[config.mk]
export PLATFORM = sky130hd
export DESIGN_NAME = pixel_expander
export DESIGN_NICKNAME = d
export VERILOG_FILES = /design/src/rtl/pixel_expander.sv
export SDC_FILE = /design/constraint.sdc
export NUM_CORES = 1
export LEC_CHECK = 0
export ABC_CLOCK_PERIOD_IN_PS = 2100
export BUFFER_PORTS_ARGS = -buffer_cell sky130_fd_sc_hd__clkbuf_2
export CORE_MARGIN = 2
export CORE_UTILIZATION = 52
export DETAILED_ROUTE_END_ITERATION = 8
export GPL_ROUTABILITY_DRIVEN = 0
export PLACE_DENSITY = 0.83
export RECOVER_POWER = 25
export REMOVE_ABC_BUFFERS = 1
export SLEW_MARGIN = 5
export SYNTH_ARGS = -nofsm -noshare
export SYNTH_HDL_FRONTEND = slang
export SYNTH_SLANG_ARGS = --single-unit
[constraint.sdc]
create_clock -name clk -period 2.1 [get_ports clk]
set_input_delay 0.315 -clock clk [delete_from_list [all_inputs] [get_ports clk]]
set_output_delay 0.315 -clock clk [all_outputs]
set_load 0.02 [all_outputs]
[src/rtl/pixel_expander.sv]
// pixel_expander
//   Converts a stream of 8-bit unsigned pixels into S.7 fixed-point samples.
//   Each line gets PAD copies of its first pixel added at the start and PAD
//   copies of its last pixel added at the end. This prepares the line for an
//   interpolation filter that needs neighbours past the line edges.
//
//   Parameters
//     LINE_W  input pixels per line (1..4095)
//     PAD     edge-replicated samples added at each end (0..3)
//
//   Ports
//     clk      single clock, rising edge
//     rst_n    asynchronous active-low reset
//     s_valid  upstream pixel valid
//     s_ready  block accepts s_pixel this cycle
//     s_pixel  unsigned 8-bit pixel
//     m_valid  output sample valid
//     m_ready  downstream accepts m_data this cycle
//     m_data   20-bit two's-complement S.7 sample (pixel x 128)
//     m_sol    first sample of a line (qualified by m_valid)
//     m_eol    last sample of a line (qualified by m_valid)
module pixel_expander #(
  parameter int LINE_W = 64,
  parameter int PAD    = 1
) (
  input  logic        clk,
  input  logic        rst_n,
  input  logic        s_valid,
  output logic        s_ready,
  input  logic [7:0]  s_pixel,
  output logic        m_valid,
  input  logic        m_ready,
  output logic [19:0] m_data,
  output logic        m_sol,
  output logic        m_eol
);

  localparam int CW = $clog2(LINE_W + 1);
  localparam int PW = (PAD < 1) ? 1 : $clog2(PAD + 1);
  localparam logic [CW-1:0] LAST_COL = CW'(LINE_W - 1);
  localparam logic [PW-1:0] LAST_PAD = PW'((PAD > 0) ? PAD - 1 : 0);

  typedef enum logic [1:0] {IDLE, PRE_PAD, BODY, POST_PAD} state_t;

  // Pixel to S.7: the pixel becomes the integer part and the 7 fraction
  // bits are zero. The sign bit is always zero.
  function automatic logic signed [19:0] to_fixed(input logic [7:0] pix);
    return signed'({4'b0000, pix, 7'b0000000});
  endfunction

  state_t               state, state_n;
  logic [CW-1:0]        col_cnt, col_n;
  logic [PW-1:0]        pad_cnt, pad_n;
  logic [7:0]           edge_reg, edge_n;
  logic                 adv;
  logic                 load;
  logic signed [19:0]   ld_data;
  logic                 ld_sol, ld_eol;

  logic                 vld_p1;
  logic signed [19:0]   data_p1;
  logic                 sol_p1, eol_p1;

  // The output register can take a new sample when it is empty or its
  // current sample transfers on this edge.
  assign adv     = !vld_p1 || m_ready;
  assign s_ready = rst_n && ((state == IDLE) || (state == BODY)) && adv;

  always_comb begin
    state_n = state;
    col_n   = col_cnt;
    pad_n   = pad_cnt;
    edge_n  = edge_reg;
    load    = 1'b0;
    ld_data = to_fixed(edge_reg);
    ld_sol  = 1'b0;
    ld_eol  = 1'b0;
    case (state)
      IDLE: begin
        if (s_valid && adv) begin
          load    = 1'b1;
          ld_data = to_fixed(s_pixel);
          ld_sol  = 1'b1;
          edge_n  = s_pixel;
          col_n   = CW'(1);
          pad_n   = '0;
          if (PAD > 0) begin
            state_n = PRE_PAD;
          end else if (LINE_W > 1) begin
            state_n = BODY;
          end else begin
            ld_eol  = 1'b1;
            state_n = IDLE;
          end
        end
      end
      PRE_PAD: begin
        if (adv) begin
          load  = 1'b1;
          pad_n = pad_cnt + PW'(1);
          if (pad_cnt == LAST_PAD) begin
            pad_n   = '0;
            // A one-pixel line has no body; go straight to the trailing pad.
            state_n = (LINE_W == 1) ? POST_PAD : BODY;
          end
        end
      end
      BODY: begin
        if (s_valid && adv) begin
          load    = 1'b1;
          ld_data = to_fixed(s_pixel);
          col_n   = col_cnt + CW'(1);
          if (col_cnt == LAST_COL) begin
            edge_n = s_pixel;
            pad_n  = '0;
            if (PAD > 0) begin
              state_n = POST_PAD;
            end else begin
              ld_eol  = 1'b1;
              state_n = IDLE;
            end
          end
        end
      end
      POST_PAD: begin
        if (adv) begin
          load  = 1'b1;
          pad_n = pad_cnt + PW'(1);
          if (pad_cnt == LAST_PAD) begin
            ld_eol  = 1'b1;
            pad_n   = '0;
            state_n = IDLE;
          end
        end
      end
      default: state_n = IDLE;
    endcase
  end

  always_ff @(posedge clk or negedge rst_n) begin
    if (!rst_n) begin
      state    <= IDLE;
      col_cnt  <= '0;
      pad_cnt  <= '0;
      edge_reg <= '0;
    end else begin
      state    <= state_n;
      col_cnt  <= col_n;
      pad_cnt  <= pad_n;
      edge_reg <= edge_n;
    end
  end

  // ---- stage p1: output register ----
  always_ff @(posedge clk or negedge rst_n) begin
    if (!rst_n) begin
      vld_p1  <= 1'b0;
      data_p1 <= '0;
      sol_p1  <= 1'b0;
      eol_p1  <= 1'b0;
    end else if (load) begin
      vld_p1  <= 1'b1;
      data_p1 <= ld_data;
      sol_p1  <= ld_sol;
      eol_p1  <= ld_eol;
    end else if (m_ready) begin
      vld_p1  <= 1'b0;
    end
  end

  assign m_valid = vld_p1;
  assign m_data  = data_p1;
  assign m_sol   = sol_p1;
  assign m_eol   = eol_p1;

endmodule
==> results.md, run 1 <==
* Run status: finished, final reports clean
* Final nets at around 170
* Final setup violation count at 0
* Arrival @ worst endpoint at 1.67 ns
* Static Leak at around 0.78 nW
* Clock period minus worst slack at ~2.0 ns
* Total power at roughly 2.2 mW
* Power Dens Cells at around 1400 mW/mm^2
* Area post-placement at between 0.0015 and 0.002 sq mm
* Mapped Cells at around 130
* H-tree depth at 1
* Worst-Skew Late Latency at 0.32 ns
* # rows at 19
* Maximum VDD drop at about 0.85 mV
* Synth unique cells at 36
* Initial DRC count at 13
* Buffer and inverter count on the worst path at 2
* Vias in the first global route at about 1000
* Async SR Flop Fraction at 100%
* Crit-path slowest cell: dfrtp_1
* Routed vias/inst at roughly 5.3
* Worst-path cell chain: inv_1, ha_1, or2_4, and3_1, clkbuf_2
* Post-Syn Area at 0.00144 sq mm
* Total CTS buffers at 3
* Top post-synthesis cells by area: dfrtp_1 (49%), mux2_2 (7.8%), buf_4 (6.3%)
* CP endpoint kind: output port
* Critical Path Start Type: register
* CTS root buffer: clkbuf_4
* Worst Path Max Fanout at 5
* WP data required at between 1.5 and 2 ns
* Final setup TNS at 0 ns
* Number of cells after detailed placement at 181
* Post-synth EDFFs at 0
* Clk buf depth at 2
* Max cap viols at 0
* Routed WL per cell at between 10 and 15 um
* HP Class: primary input to register
* Vias at approximately 990
* Reg2reg start: state[0]
* Fin crit share at 94.3%
* Maximum number of pins on one net before global-route repair at 29
* Diode count at 0
* Max_slew headroom at roughly half
* Clk pin slew, worst setup/hold paths at between 0.1 and 0.15 ns
* Layout Cells excl Fill at 187
* Top cell type's share of synthesized area at between 40 and 50%
* R2r setup slk at 0.26 ns
* Core Region at 0.00269 sq mm
* TritonRoute pass-1 iters at 4
* CTS tree: done
* GRT Overall Usage at roughly 17%
* RSZ-0062 raised after global routing: false
* Share of layout cells above drive strength 1 at between 30% and 40%
* Post-synth top flop: dfrtp_1
* Initial Util at 53.6%
* YS warnings at 0
* WL final at between 2000 and 2500 um
* Die area at 0.00320 sq mm
* Hold_sp: s_pixel[5]
* Worst path top cell family by delay: simple AND/OR/NAND/NOR gates
* Antenna violations before repair at 0
* Yosys reg bits at 28
* Skew final at approximately 0.0018 ns
* Die X-Extent at about 57 um
* Hold-critical path depth at 2
* Max Slew Vio Count at 0
* Sink Count at 28
* CP peak stage delay at roughly 0.42 ns
* Detail Route Antenna Nets at 0
* PortBufs at 23
* Area leader, netlist: dfrtp_1
* Hold EP: edge_reg[5]
* Worst-margin pin slew at a little over 0.7 ns
* Final Hold Viols at 0
* Remaining Overflow, GRT at 0
* R2r endpoint: m_eol
* Dpl hpwl at roughly 1900 um
* Setup CP Type: register to output port
* First-pass GRT wire length at about 4300 um
* Die H at about 57 um
* Area delta synth->final at 9.91%
* Post-route cell area at 0.00158 sq mm
* R2R depth at 5
* Seq/Total Area, Yosys at between 40% and 50%
* Post-synthesis area per instance at approximately 11 sq um
* Number of remaining DRC errors at 0
* Num ports at 36
* Max frequency at 505 MHz
[cell usage after synthesis (all sizes together) (2+ instances only)]
cell type and n:
a21oi 9, buf 15, dfrtp 28, ha 5, inv 3, mux2 10
mux2i 8, nand2 8, nand3 3, nand4 2, nor2 16, nor3 2
xnor2 2, xor2 2
[timing repair]
action | 4_1_cts | 5_1_grt
gates resized for setup | 2 | 0
setup buffers | 0 | 1
setup endpoints to repair | 1 | 1
hold buffers | 1 | 0
hold endpoints to repair | 28 | 0
[logic make-up after synthesis]
| group | share of synthesized area [%] |
|---|---|
| mux | 13.4 |
| flops | 48.7 |
| simple gates | 15.0 |
| fa+ha+maj | 4.35 |
| other cells | 0.261 |
| compound gates | 7.13 |
| xor+xnor | 2.44 |
| buf+inv | 8.78 |
[how the worst max path moves through the flow]
stage | from | to | slack, ns | cells after the start
6_report | state[1] | s_ready | 0.12 | 5
5_1_grt | state[1] | s_ready | 0.03 | 5
4_1_cts | state[0] | s_ready | 0.07 | 5
3_5_place_dp | state[0] | m_data[13] | 0.17 | 6
3_3_place_gp | state[0] | m_data[12] | 0.33 | 6
2_1_floorplan | state[0] | m_data[10] | 0.45 | 6
[final cells by class]
cell class	instances	area, sq um
sequential	28	701
multi-input combinational	95	658
timing repair buffer	26	136
tap	31	38.8
clock buffer	4	36.3
inverter	3	11.3
fill	263	1100
[power breakdown]
group          internal, mW  leakage [nW]  switching [mW]
registers             0.786         0.335           0.161
logic                 0.448         0.422           0.591
clock network         0.106        0.0210           0.151
total                  1.34         0.779           0.903
[placed cells by master, fill, tap and decap left out, types with 3 or more instances in the layout]
cell type and instances:
clkbuf_2 23, inv_1 3, clkbuf_4 3, ha_1 4, nor2_2 3, conb_1 12
nor2_1 13, dfrtp_1 28, nand2_1 8, mux2i_1 8, a21oi_1 9, mux2_2 10
[metrics by stage]
stage	utilization [%]	setup slack [ns]	hold WS, ns
detailed placement	56.8	0.168	0.350
CTS	58.7	0.0667	0.219
global placement	56.8	0.327	0.358
floorplan	-	0.454	0.0194
global route	58.9	0.0297	0.223
finish	58.9	0.119	0.228
[routing by layer]
metal	wire [um]	track usage, %	share of wire, %	up-vias
met5	0	0	0	-
met4	30	6.80	1.2	0
met3	108	3.00	4.3	3
met2	1290	30.7	51	27
met1	1070	20.4	43	489
li1	-	-	-	475
(Power assumes the default switching activity.)
==> run 2: changes to the inputs <==
Settings changed: SETUP_SLACK_MARGIN set to 0.5.
==> results.md, run 2 (synthesis results as in run 1) <==
* Run status: finished, final reports clean
* Final setup TNS at 0 ns
* Static Leak at between 0.8 and 0.9 nW
* Critical Path Start Type: register
* CTS tree: done
* Num ports at 36
* Final setup violation count at 0
* Setup CP Type: register to output port
* Met2 Usage GRT at about a third
* CP endpoint kind: output port
* Die H at 56.6 um
* Fillers at about 220
* Area post-placement at 0.00153 sq mm
* Routed WL per cell at approximately 16 um
* CTS root buffer: clkbuf_4
* Final Hold Viols at 0
* Layer with the highest usage: met2
* Number of remaining DRC errors at 0
* Vias in the first global route at just over 1000
* Final nets at ~190
* R2R depth at 7
* Worst-margin pin slew at just under 0.7 ns
* Maximum number of pins on one net before global-route repair at 29
* Max frequency at around 540 MHz
* Clk pin slew, worst setup/hold paths at around 0.14 ns
* PortBufs at 23
* Initial Util at 53.6%
* Area delta synth->final at 30.6%
* Max cap viols at 0
* Critical Path Sink: s_ready
* Detail Route Antenna Nets at 0
* Met3 GRT Util at 2.53%
* Total CTS buffers at 3
* Clk buf depth at 2
* WP data required at 1.78 ns
* Sink Count at 28
* Power Dens Cells at 1500 mW/mm^2
* Grt met1 use at a little under a quarter
* Initial DRC count at 23
* Post-route cell area at between 0.0015 and 0.002 sq mm
* Max_slew headroom at 54.2%
* Routed vias/inst at approximately 5.4
* Commonest cells after routing, fill and taps aside: dfrtp_1 (27), clkbuf_2 (22), nor2_1 (13)
* # rows at 19
* Layout Cells excl Fill at approximately 200
* Most common cell after layout, fill and taps aside: dfrtp_1
* Antenna violations before repair at 0
* Number of cells after detailed placement at between 150 and 200
* First-pass GRT wire length at around 4700 um
* R2r endpoint: edge_reg[3]
* CP Launch Point: state[1]
* Share of layout cells above drive strength 1 at between 40 and 50%
* TritonRoute pass-1 iters at 4
* Die X-Extent at between 50 and 60 um
* WL final at 3120 um
* RSZ-0062 raised after global routing: true
* Max Slew Vio Count at 0
* Core Region at about 0.0027 sq mm
* Die area at ~0.0032 sq mm
* Vias at 1076
* Diode count at 0
* H-tree depth at 1
* Dpl hpwl at approximately 1900 um
* Clock period minus worst slack at between 1.5 and 2 ns
* Total power at about 2.8 mW
* Worst-Skew Late Latency at approximately 0.33 ns
* GRT Overall Usage at a little under a fifth
* Remaining Overflow, GRT at 0
* Skew final at ~0.0015 ns
* R2r setup slk at approximately 0.35 ns
* Worst Path Max Fanout at 4
* Maximum VDD drop at 1.03 mV
* Reg2reg start: state[1]
* HP Class: primary input to register
* Fin crit share at roughly 90%
* Arrival @ worst endpoint at between 1.5 and 2 ns
## run 2: timing repair
action,in CTS,in global routing
buffers inserted,5,8
pin swaps,4,13
hold endpoints to repair,28,0
gates cloned,2,0
gates resized for setup,23,20
hold buffers,1,0
setup endpoints to repair,25,24
## run 2: cell type report
type                       count  area [sq um]  area share (%)
multi-input combinational     97           835            44.4
sequential                    28           702            37.4
timing repair buffer          38           256            13.6
tap                           31          38.8            2.06
clock buffer                   4          36.3            1.93
inverter                       3          11.3           0.599
## run 2: layer usage
| metal | up-vias | share of wire [%] |
|---|---|---|
| met2 | 33 | 54 |
| met5 | - | 0 |
| met3 | 5 | 4.1 |
| li1 | 510 | - |
| met4 | 0 | 1.3 |
| met1 | 528 | 40 |
## run 2: how the worst min path moves through the flow
| stage | from | end | cells past startpoint |
|---|---|---|---|
| 2_1_floorplan | rst_n | col_cnt[0] | 0 |
| 3_3_place_gp | rst_n | col_cnt[3] | 2 |
| 3_5_place_dp | rst_n | col_cnt[4] | 2 |
| 4_1_cts | s_pixel[6] | edge_reg[6] | 2 |
| 5_1_grt | s_pixel[5] | edge_reg[5] | 2 |
| 6_report | s_pixel[6] | edge_reg[6] | 2 |
## run 2: stage by stage
step,hold WS (ns),utilization (%),setup WS (ns)
4_1_cts,0.219,65.1,0.207
3_3_place_gp,0.358,56.8,0.327
3_5_place_dp,0.350,56.8,0.168
6_report,0.226,70.0,0.256
5_1_grt,0.222,70.0,0.216
2_1_floorplan,0.0194,-,0.454
## run 2: critical path, stage by stage (launching register included)
cell,delay [ns]
dfrtp_2,0.45
inv_2,0.07
ha_4,0.17
or2_4,0.23
and3_4,0.15
buf_8,0.12
## run 2: power breakdown
part	switching (mW)	internal [mW]	leakage [nW]
Sequential	0.186	0.788	0.334
Combinational	0.790	0.798	0.543
Clock	0.155	0.106	0.0210
Total	1.13	1.69	0.898
